### config.mk
export PLATFORM = sky130hd
export DESIGN_NAME = mod_counter_updown_flat
export DESIGN_NICKNAME = d
export VERILOG_FILES = /design/src/rtl/mod_counter_pkg.sv /design/src/rtl/mod_counter_updown_if.sv /design/src/rtl/mod_counter_step.sv /design/src/rtl/mod_counter_updown.sv /design/src/flat_wrapper.sv
export SDC_FILE = /design/constraint.sdc
export NUM_CORES = 1
export LEC_CHECK = 0
export BUFFER_PORTS_ARGS = -buffer_cell sky130_fd_sc_hd__buf_4
export CAP_MARGIN = 15
export CORE_AREA = 2 2 39 41
export DETAILED_ROUTE_END_ITERATION = 12
export DIE_AREA = 0 0 41 43
export GPL_ROUTABILITY_DRIVEN = 0
export PLACE_DENSITY = 0.7
export SLEW_MARGIN = 20
export SYNTH_ARGS = -nofsm -noshare
export SYNTH_HDL_FRONTEND = slang
export SYNTH_HIERARCHICAL = 1
export SYNTH_SLANG_ARGS = --single-unit
### constraint.sdc
create_clock -name clk -period 1.88 [get_ports clk]
set_clock_uncertainty 0.2 [all_clocks]
set_input_delay 0.188 -clock clk [delete_from_list [all_inputs] [get_ports clk]]
set_output_delay 0.188 -clock clk [all_outputs]
set_load 0.05 [all_outputs]
### src/rtl/mod_counter_pkg.sv
// Shared types and defaults for the modulo-N up/down counter.
package mod_counter_pkg;

  // Behaviour when a step would leave the 0..MODULUS-1 range.
  typedef enum logic {
    MODE_WRAP     = 1'b0,
    MODE_SATURATE = 1'b1
  } mode_e;

  localparam int DEF_WIDTH   = 6;
  localparam int DEF_MODULUS = 16;

endpackage

### src/rtl/mod_counter_updown_if.sv
// Control/status bundle of the modulo-N up/down counter.
// master drives the controls, slave is the counter itself.
interface mod_counter_updown_if #(
  parameter int WIDTH = mod_counter_pkg::DEF_WIDTH
);
  logic             en;
  logic             up;
  logic             load;
  logic [WIDTH-1:0] load_val;
  logic             clr_flags;
  logic [WIDTH-1:0] count;
  logic             tc;
  logic             wrapped;

  modport master (
    output en, up, load, load_val, clr_flags,
    input  count, tc, wrapped
  );

  modport slave (
    input  en, up, load, load_val, clr_flags,
    output count, tc, wrapped
  );
endinterface

### src/rtl/mod_counter_step.sv
// Combinational next-value logic for one enabled step of the counter.
// Compares in WIDTH+1 bits so MODULUS == 2**WIDTH needs no special case.
module mod_counter_step
  import mod_counter_pkg::*;
#(
  parameter int    WIDTH   = DEF_WIDTH,
  parameter int    MODULUS = DEF_MODULUS,
  parameter mode_e MODE    = MODE_WRAP
) (
  input  logic [WIDTH-1:0] i_count,
  input  logic             i_up,
  output logic [WIDTH-1:0] o_next_count,
  output logic             o_limit_evt
);

  localparam int         LAST_I = MODULUS - 1;
  localparam logic [WIDTH:0] LAST = LAST_I[WIDTH:0];

  logic [WIDTH:0] w_cnt_ext;

  // Step one position in the requested direction; flag and resolve the limit.
  always_comb begin
    w_cnt_ext    = {1'b0, i_count};
    o_next_count = i_count;
    o_limit_evt  = 1'b0;
    if (i_up) begin
      if (w_cnt_ext < LAST) begin
        o_next_count = i_count + 1'b1;
      end else begin
        o_limit_evt = 1'b1;
        if (MODE == MODE_WRAP) o_next_count = '0;
      end
    end else begin
      if (i_count != '0) begin
        o_next_count = i_count - 1'b1;
      end else begin
        o_limit_evt = 1'b1;
        if (MODE == MODE_WRAP) o_next_count = LAST[WIDTH-1:0];
      end
    end
  end

endmodule

### src/rtl/mod_counter_updown.sv
// Parametrised modulo-N up/down counter with load, wrap/saturate mode,
// registered terminal-count pulse and sticky wrapped flag.
// Optional macro MOD_COUNTER_FORMAL_EN compiles in embedded assertions.
module mod_counter_updown
  import mod_counter_pkg::*;
#(
  parameter int    WIDTH   = DEF_WIDTH,
  parameter int    MODULUS = DEF_MODULUS,
  parameter mode_e MODE    = MODE_WRAP
) (
  input  logic                 clk,
  input  logic                 rst,
  mod_counter_updown_if.slave  bus
);

  if (MODULUS < 2 || MODULUS > (1 << WIDTH)) begin : g_bad_modulus
    $error("mod_counter_updown: MODULUS must satisfy 2 <= MODULUS <= 2**WIDTH");
  end

  localparam int             LAST_I  = MODULUS - 1;
  localparam logic [WIDTH:0] LAST    = LAST_I[WIDTH:0];
  localparam logic [WIDTH:0] MOD_EXT = MODULUS[WIDTH:0];

  logic [WIDTH-1:0] r_count;
  logic             r_tc;
  logic             r_wrapped;

  logic [WIDTH-1:0] w_next;
  logic             w_limit;
  logic [WIDTH-1:0] w_load_clamped;
  logic             w_evt;

  mod_counter_step #(
    .WIDTH   (WIDTH),
    .MODULUS (MODULUS),
    .MODE    (MODE)
  ) u_step (
    .i_count      (r_count),
    .i_up         (bus.up),
    .o_next_count (w_next),
    .o_limit_evt  (w_limit)
  );

  // Out-of-range load values clamp to the top of the range; a limit event
  // only counts when a step actually happens (load has priority over en).
  always_comb begin
    w_load_clamped = ({1'b0, bus.load_val} < MOD_EXT) ? bus.load_val : LAST[WIDTH-1:0];
    w_evt          = bus.en & ~bus.load & w_limit;
  end

  // Count, terminal-count pulse and sticky flag; priority rst > load > en.
  always_ff @(posedge clk) begin
    if (rst) begin
      r_count   <= '0;
      r_tc      <= 1'b0;
      r_wrapped <= 1'b0;
    end else begin
      if (bus.load) begin
        r_count <= w_load_clamped;
        r_tc    <= 1'b0;
      end else if (bus.en) begin
        r_count <= w_next;
        r_tc    <= w_limit;
      end else begin
        r_tc    <= 1'b0;
      end
      // A new event beats a simultaneous clear.
      if (w_evt)              r_wrapped <= 1'b1;
      else if (bus.clr_flags) r_wrapped <= 1'b0;
    end
  end

  assign bus.count   = r_count;
  assign bus.tc      = r_tc;
  assign bus.wrapped = r_wrapped;

`ifdef MOD_COUNTER_FORMAL_EN
  initial r_count = '0;

  logic r_past_vld;
  initial r_past_vld = 1'b0;

  // Marks that $past() values refer to a real previous cycle.
  always_ff @(posedge clk) r_past_vld <= 1'b1;

  // The step logic must never propose an out-of-range value.
  always_comb begin
    assert ({1'b0, w_next} < MOD_EXT);
  end

  a_range : assert property (@(posedge clk) ({1'b0, r_count} < MOD_EXT));

  a_reset : assert property (@(posedge clk)
    r_past_vld && $past(rst) |-> (r_count == '0) && !r_tc && !r_wrapped);

  a_up : assert property (@(posedge clk)
    r_past_vld && $past(bus.en && bus.up && !bus.load && !rst && ({1'b0, r_count} < LAST))
    |-> r_count == $past(r_count) + 1'b1);

  a_down : assert property (@(posedge clk)
    r_past_vld && $past(bus.en && !bus.up && !bus.load && !rst && (r_count != '0))
    |-> r_count == $past(r_count) - 1'b1);

  a_hold : assert property (@(posedge clk)
    r_past_vld && $past(!bus.en && !bus.load && !rst) |-> r_count == $past(r_count));

  a_tc_flag : assert property (@(posedge clk) r_tc |-> r_wrapped);

  if (MODE == MODE_SATURATE) begin : g_sat_chk
    a_sat_hold : assert property (@(posedge clk)
      r_past_vld && $past(bus.en && !bus.load && !rst && w_limit)
      |-> r_count == $past(r_count));
  end
`endif

endmodule

### src/flat_wrapper.sv
// flat-port wrapper written by rule: the top's interface ports become plain ports
module mod_counter_updown_flat import mod_counter_pkg::*;
#(
  parameter int    WIDTH   = DEF_WIDTH,
  parameter int    MODULUS = DEF_MODULUS,
  parameter mode_e MODE    = MODE_WRAP
)
  (clk, rst, bus_en, bus_up, bus_load, bus_load_val, bus_clr_flags, bus_count, bus_tc, bus_wrapped);
  mod_counter_updown_if #(.WIDTH(WIDTH)) bus_i ();
  input  logic clk;
  input  logic rst;
  input wire logic [$bits(bus_i.en)-1:0] bus_en;
  input wire logic [$bits(bus_i.up)-1:0] bus_up;
  input wire logic [$bits(bus_i.load)-1:0] bus_load;
  input wire logic [$bits(bus_i.load_val)-1:0] bus_load_val;
  input wire logic [$bits(bus_i.clr_flags)-1:0] bus_clr_flags;
  output wire logic [$bits(bus_i.count)-1:0] bus_count;
  output wire logic [$bits(bus_i.tc)-1:0] bus_tc;
  output wire logic [$bits(bus_i.wrapped)-1:0] bus_wrapped;
  assign bus_i.en = bus_en;
  assign bus_i.up = bus_up;
  assign bus_i.load = bus_load;
  assign bus_i.load_val = bus_load_val;
  assign bus_i.clr_flags = bus_clr_flags;
  assign bus_count = bus_i.count;
  assign bus_tc = bus_i.tc;
  assign bus_wrapped = bus_i.wrapped;
  mod_counter_updown #(.WIDTH(WIDTH), .MODULUS(MODULUS), .MODE(MODE)) u_core (.clk(clk), .rst(rst), .bus(bus_i));
endmodule
; After elaboration in Yosys (flattened, before gate mapping)
; Index checks and enable logic that the tools add are counted.
[word_totals]
register_bits = 8
inputBits = 12
output_inout_bits = 8
elab_cells = 26
[op_classes]
addsub = 2
n_lt_le_gt_ge = 2
muxes = 11
bitwise_logic = 4
n_reduce_logical = 4
[op_table]
columns = cell, n
row1 = two-way mux 6 bit, 6
row2 = "adder 6 x 1 -> 6 bit, second input constant", 1
row3 = "< comparator 6 x 4 -> 1 bit, second input constant", 1
row4 = "< comparator 6 x 5 -> 1 bit, second input constant", 1
row5 = nonzero test 6 bit, 1
row6 = "subtractor 6 x 1 -> 6 bit, second input constant", 1
row7 = two-way mux 1 bit, 5
row8 = nonzero test 2 bit, 2
row9 = OR reduction 3 bit, 1
row10 = AND 1 bit, 2
row11 = inverter 1 bit, 2

; Logic depth before layout (Yosys ltp)
[depth]
word_depth = 5
mapped_depth = 7
mapped_depth_nobuf = 7

; Modules after synthesis
; The synthesis kept the hierarchy.
[by_module_without_submodules]
columns = module, n_inst, cells_per_inst, area_each_um2, seq_area_each_um2
row1 = mod_counter_updown, 1, 31, 341.6, 160.2
row2 = mod_counter_step, 1, 37, 252.7, 0.0

; Worst setup path before layout
; Ideal clock, no wire load.
[synth_timing]
path_kind = register to register
startpoint = register u_core.r_count[2], in the netlist u_core/bus.count[2]
endpoint = register u_core.r_count[3], in the netlist u_core/bus.count[3]
setup_time_ns = 0.086
arrival_ns = 1.725
path_slack_ns = -0.131
stages_incl_launch_ff = 6
path_buffers = 0
path_cell_list = dfxtp_1 nand3_1 or3b_2 nand4_1 mux2i_1 a211oi_1
[synth_via]
elab_chain_cells = 5
word_cells_on_any_way = 9
cone_classes = add/sub: 2 / order compare: 1 / mux: 5 / reduce/logical: 1
[synth_rtl]
columns = item, line
row1 = start: declaration, mod_counter_updown.sv:24  ; logic [WIDTH-1:0] r_count;
row2 = start signal: assignment, mod_counter_updown.sv:59  ; r_count <= w_load_clamped;
row3 = start signal: assignment, mod_counter_updown.sv:62  ; r_count <= w_next;
row4 = "subtractor 6 x 1 -> 6 bit, or another cell as far along", mod_counter_step.sv:35  ; o_next_count = i_count - 1'b1;
row5 = "two-way mux 6 bit, on equally long branches", "mod_counter_step.sv:34, mod_counter_step.sv:27"
row6 = two-way mux 6 bit *, mod_counter_step.sv:26  ; if (i_up) begin
row7 = net u_core.w_next[3], mod_counter_updown.sv:28  ; logic [WIDTH-1:0] w_next;
row8 = two-way mux 6 bit *, mod_counter_updown.sv:61  ; end else if (bus.en) begin
row9 = two-way mux 6 bit *, mod_counter_updown.sv:58  ; if (bus.load) begin
; Mark *: on every way through the listed nets, which the timed path passes. The rest lies on a longest branch. The select of a mux whose other input is x is not followed.
; A chain may end at the register's enable or synchronous reset.

; Worst setup path in the final report
[layout_timing]
startpoint = register u_core.r_count[2], in the netlist u_core/bus.count[2]
endpoint = register u_core.r_count[5], in the netlist u_core/bus.count[5]
; Same word-level chain as after synthesis.

==> impl_metrics.toml <==
[run_status]
status = "completed"

[clock_tree]
clockBufferDepth = 2
clk_pin_slew_worst_paths_ns = 0.05
htree_levels = 1
cts-root-buf = "clkbuf_4"
numCtsBuffers = 3
insertion_delay_ns = 0.25
cts_tree = "done"
cts_sinks = 8
cts_setup_buffers = 0

[sta]
worstMarginPinSlew_ns = 0.367
period_share_pct = 96.0
slew_headroom_pct = 75.2
grt_setup_unrepaired = "false"
drv_slew = 0
min_period_ns = 1.80
finalHoldViolCount = 0
fmax_ghz = 0.554
setup_viol = 0

[pwr]
peakVddDrop_mv = 0.335
p_int_w = 0.000334
comb_power_share_pct = 34.6
seq_power_share_pct = 39.7
clock_power_share_pct = 25.7
switching_share_pct = 33.9
switchingPower_w = 0.000171
power.density_mw_per_mm2 = 634
p_leak_nw = 0.359

[synth]
syn_area_sq_um = 594
yosysWarnings = 6
synth-seq-cells = 8
synth.distinct_cells = 30
ys_seq_area_share_pct = 26.9
synth_area_per_cell_sq_um = 8.74
synth.net_count = 83
synthCells = 68

[layout]
post-route-cell-area_sq_um = 798
drive_gt1_share_pct = 38.9
final_cell_mix = "20 x buf_4, 7 x mux2i_1, 6 x nor2_1"
instances_no_fill = 106
insertedDiodeCount = 0
synthToLayoutAreaGrowth_pct = 34.3
final_common_cell = "buf_4"
utilization_pct = 57.7
nets = 107

[detailed_routing]
ant_nets = 0
wire_per_inst_um = 12.5
vias_per_cell = 5.73
drtIter0Drc = 15
vias = 607
drcViolationCount = 0
drt-total-wl_mm = 1.33
first_pass_iters = 4

[global_route]
grt_max_degree = 12
grt_pass1_wl_mm = 2.30
grt_pass1_vias = 549
grt_overflow = 0
antenna_found_initial = 0
grtUsageTotal_pct = 18.9

[floorplanning]
fp.dieW_um = 41
die-area_sq_mm = 0.00176
num_rows = 14
io_pins = 20
coreArea_sq_mm = 0.00138
start_util_pct = 42.9
die_h_um = 43

[setup_path]
crit_fanout = 9
critPathCaptureType = "register"
cp.arrival_ns = 1.78
critPathKind = "register to register"
cpPeakStageDelay_ns = 0.40
path_cells = "or3_4, or4_1, a21oi_1, mux2i_1, nor3_1"
critPathBufInv = 0
crit_required_ns = 1.85
crit_slowest_cell = "or3_4"
cp-start-kind = "register"
critPathTopFamily = "simple AND/OR/NAND/NOR gates"

[placed_design]
hpwl_um = 999
numPortBuffers = 19
dp_cells = 101
place_area_sq_um = 751

[run]
max_cap_violations = 0

[hold_path]
hp-class = "primary input to register"
[tightest hold or removal path: cells and delay by family]
kind	cells	cell delay [ns]
compound gates	1	0.12
buf+inv	1	0.10
simple gates	1	0.09
[synth_stat cells (all sizes together)]
cell type,number,area (sq um)
dfxtp,8,160
mux2i,7,70.1
nor2,6,22.5
inv,5,18.8
a211oi,4,30.0
nor4b,4,35.0
ha,3,37.5
nand3,3,15.0
nand4,3,18.8
o21ai,3,15.0
a21oi,2,10.0
buf,2,16.3
nor3,2,10.0
nor3b,2,26.3
a21boi,1,7.51
a221oi,1,8.76
a22oi,1,7.51
a31o,1,8.76
a32o,1,11.3
and3,1,7.51
clkbuf,1,3.75
nand2,1,3.75
nor2b,1,6.26
o31ai,1,7.51
or3,1,11.3
or3b,1,8.76
or4,1,7.51
xnor2,1,8.76
[stage by stage]
stage | setup TNS (ns) | hold slack, ns | power [W] | setup slack, ns
after floorplan | -0.0427 | 0.0598 | 0.000320 | -0.0427
after global placement | 0 | 0.213 | 0.000372 | 0.126
after detailed placement | 0 | 0.219 | 0.000374 | 0.0943
after CTS | 0 | 0.0724 | 0.000509 | 0.0757
after global routing | 0 | 0.0915 | 0.000541 | 0.0121
final | 0 | 0.0787 | 0.000506 | 0.0759
[per-layer routing]
metal  vias to the layer above  track usage [%]  wire (um)
met5                         -                0          0
met4                         0             8.00          0
met3                         0             3.14         84
met2                        23             26.9        642
met1                       279             27.3        602
li1                        305                -          -
[power by group through the flow]
| stage | logic (W) | registers (W) | clock network (W) |
|---|---|---|---|
| after floorplan | 0.0000860 | 0.000234 | 0 |
| after global placement | 0.000169 | 0.000203 | 0 |
| after detailed placement | 0.000170 | 0.000204 | 0 |
| after CTS | 0.000174 | 0.000201 | 0.000135 |
| after global routing | 0.000192 | 0.000204 | 0.000145 |
| final | 0.000175 | 0.000201 | 0.000130 |
[sequential cells by signal (all words and copies together), names as in the netlist]
signal	flops
u_core/bus.tc	1
u_core/bus.wrapped	1
u_core/bus.count	6
[cells by family after synthesis]
logic type	Yosys count	share of synthesized area [%]
buf+inv	8	6.53
flops	8	26.9
fa+ha+maj	3	6.32
simple gates	26	29.1
xor+xnor	1	1.47
compound gates	15	17.9
mux	7	11.8
[worst paths after layout]
check,end,cells past startpoint,slack (ns),from
worst min register to register,u_core/bus.wrapped,1,0.28,u_core/bus.wrapped
worst max register to register,u_core/bus.count[5],5,0.08,u_core/bus.count[2]
worst max-delay path,u_core/bus.count[5],5,0.08,u_core/bus.count[2]
worst min-delay path,u_core/bus.wrapped,3,0.08,bus_clr_flags
[final cells by class]
type | count | area, sq um
Clock buffer | 3 | 22.5
Fill cell | 134 | 586
Inverter | 5 | 18.8
Multi-Input combinational cell | 52 | 400
Sequential cell | 8 | 166
Tap cell | 16 | 20.0
Timing Repair Buffer | 22 | 170
[timing repair]
item | 4_1_cts | 5_1_grt
hold buffers | 2 | 0
endpoints found under the setup margin | 0 | 1
resized for setup | 0 | 1
endpoints found under the hold margin | 6 | 0
Note: power is estimated with default switching activity, not from simulation.
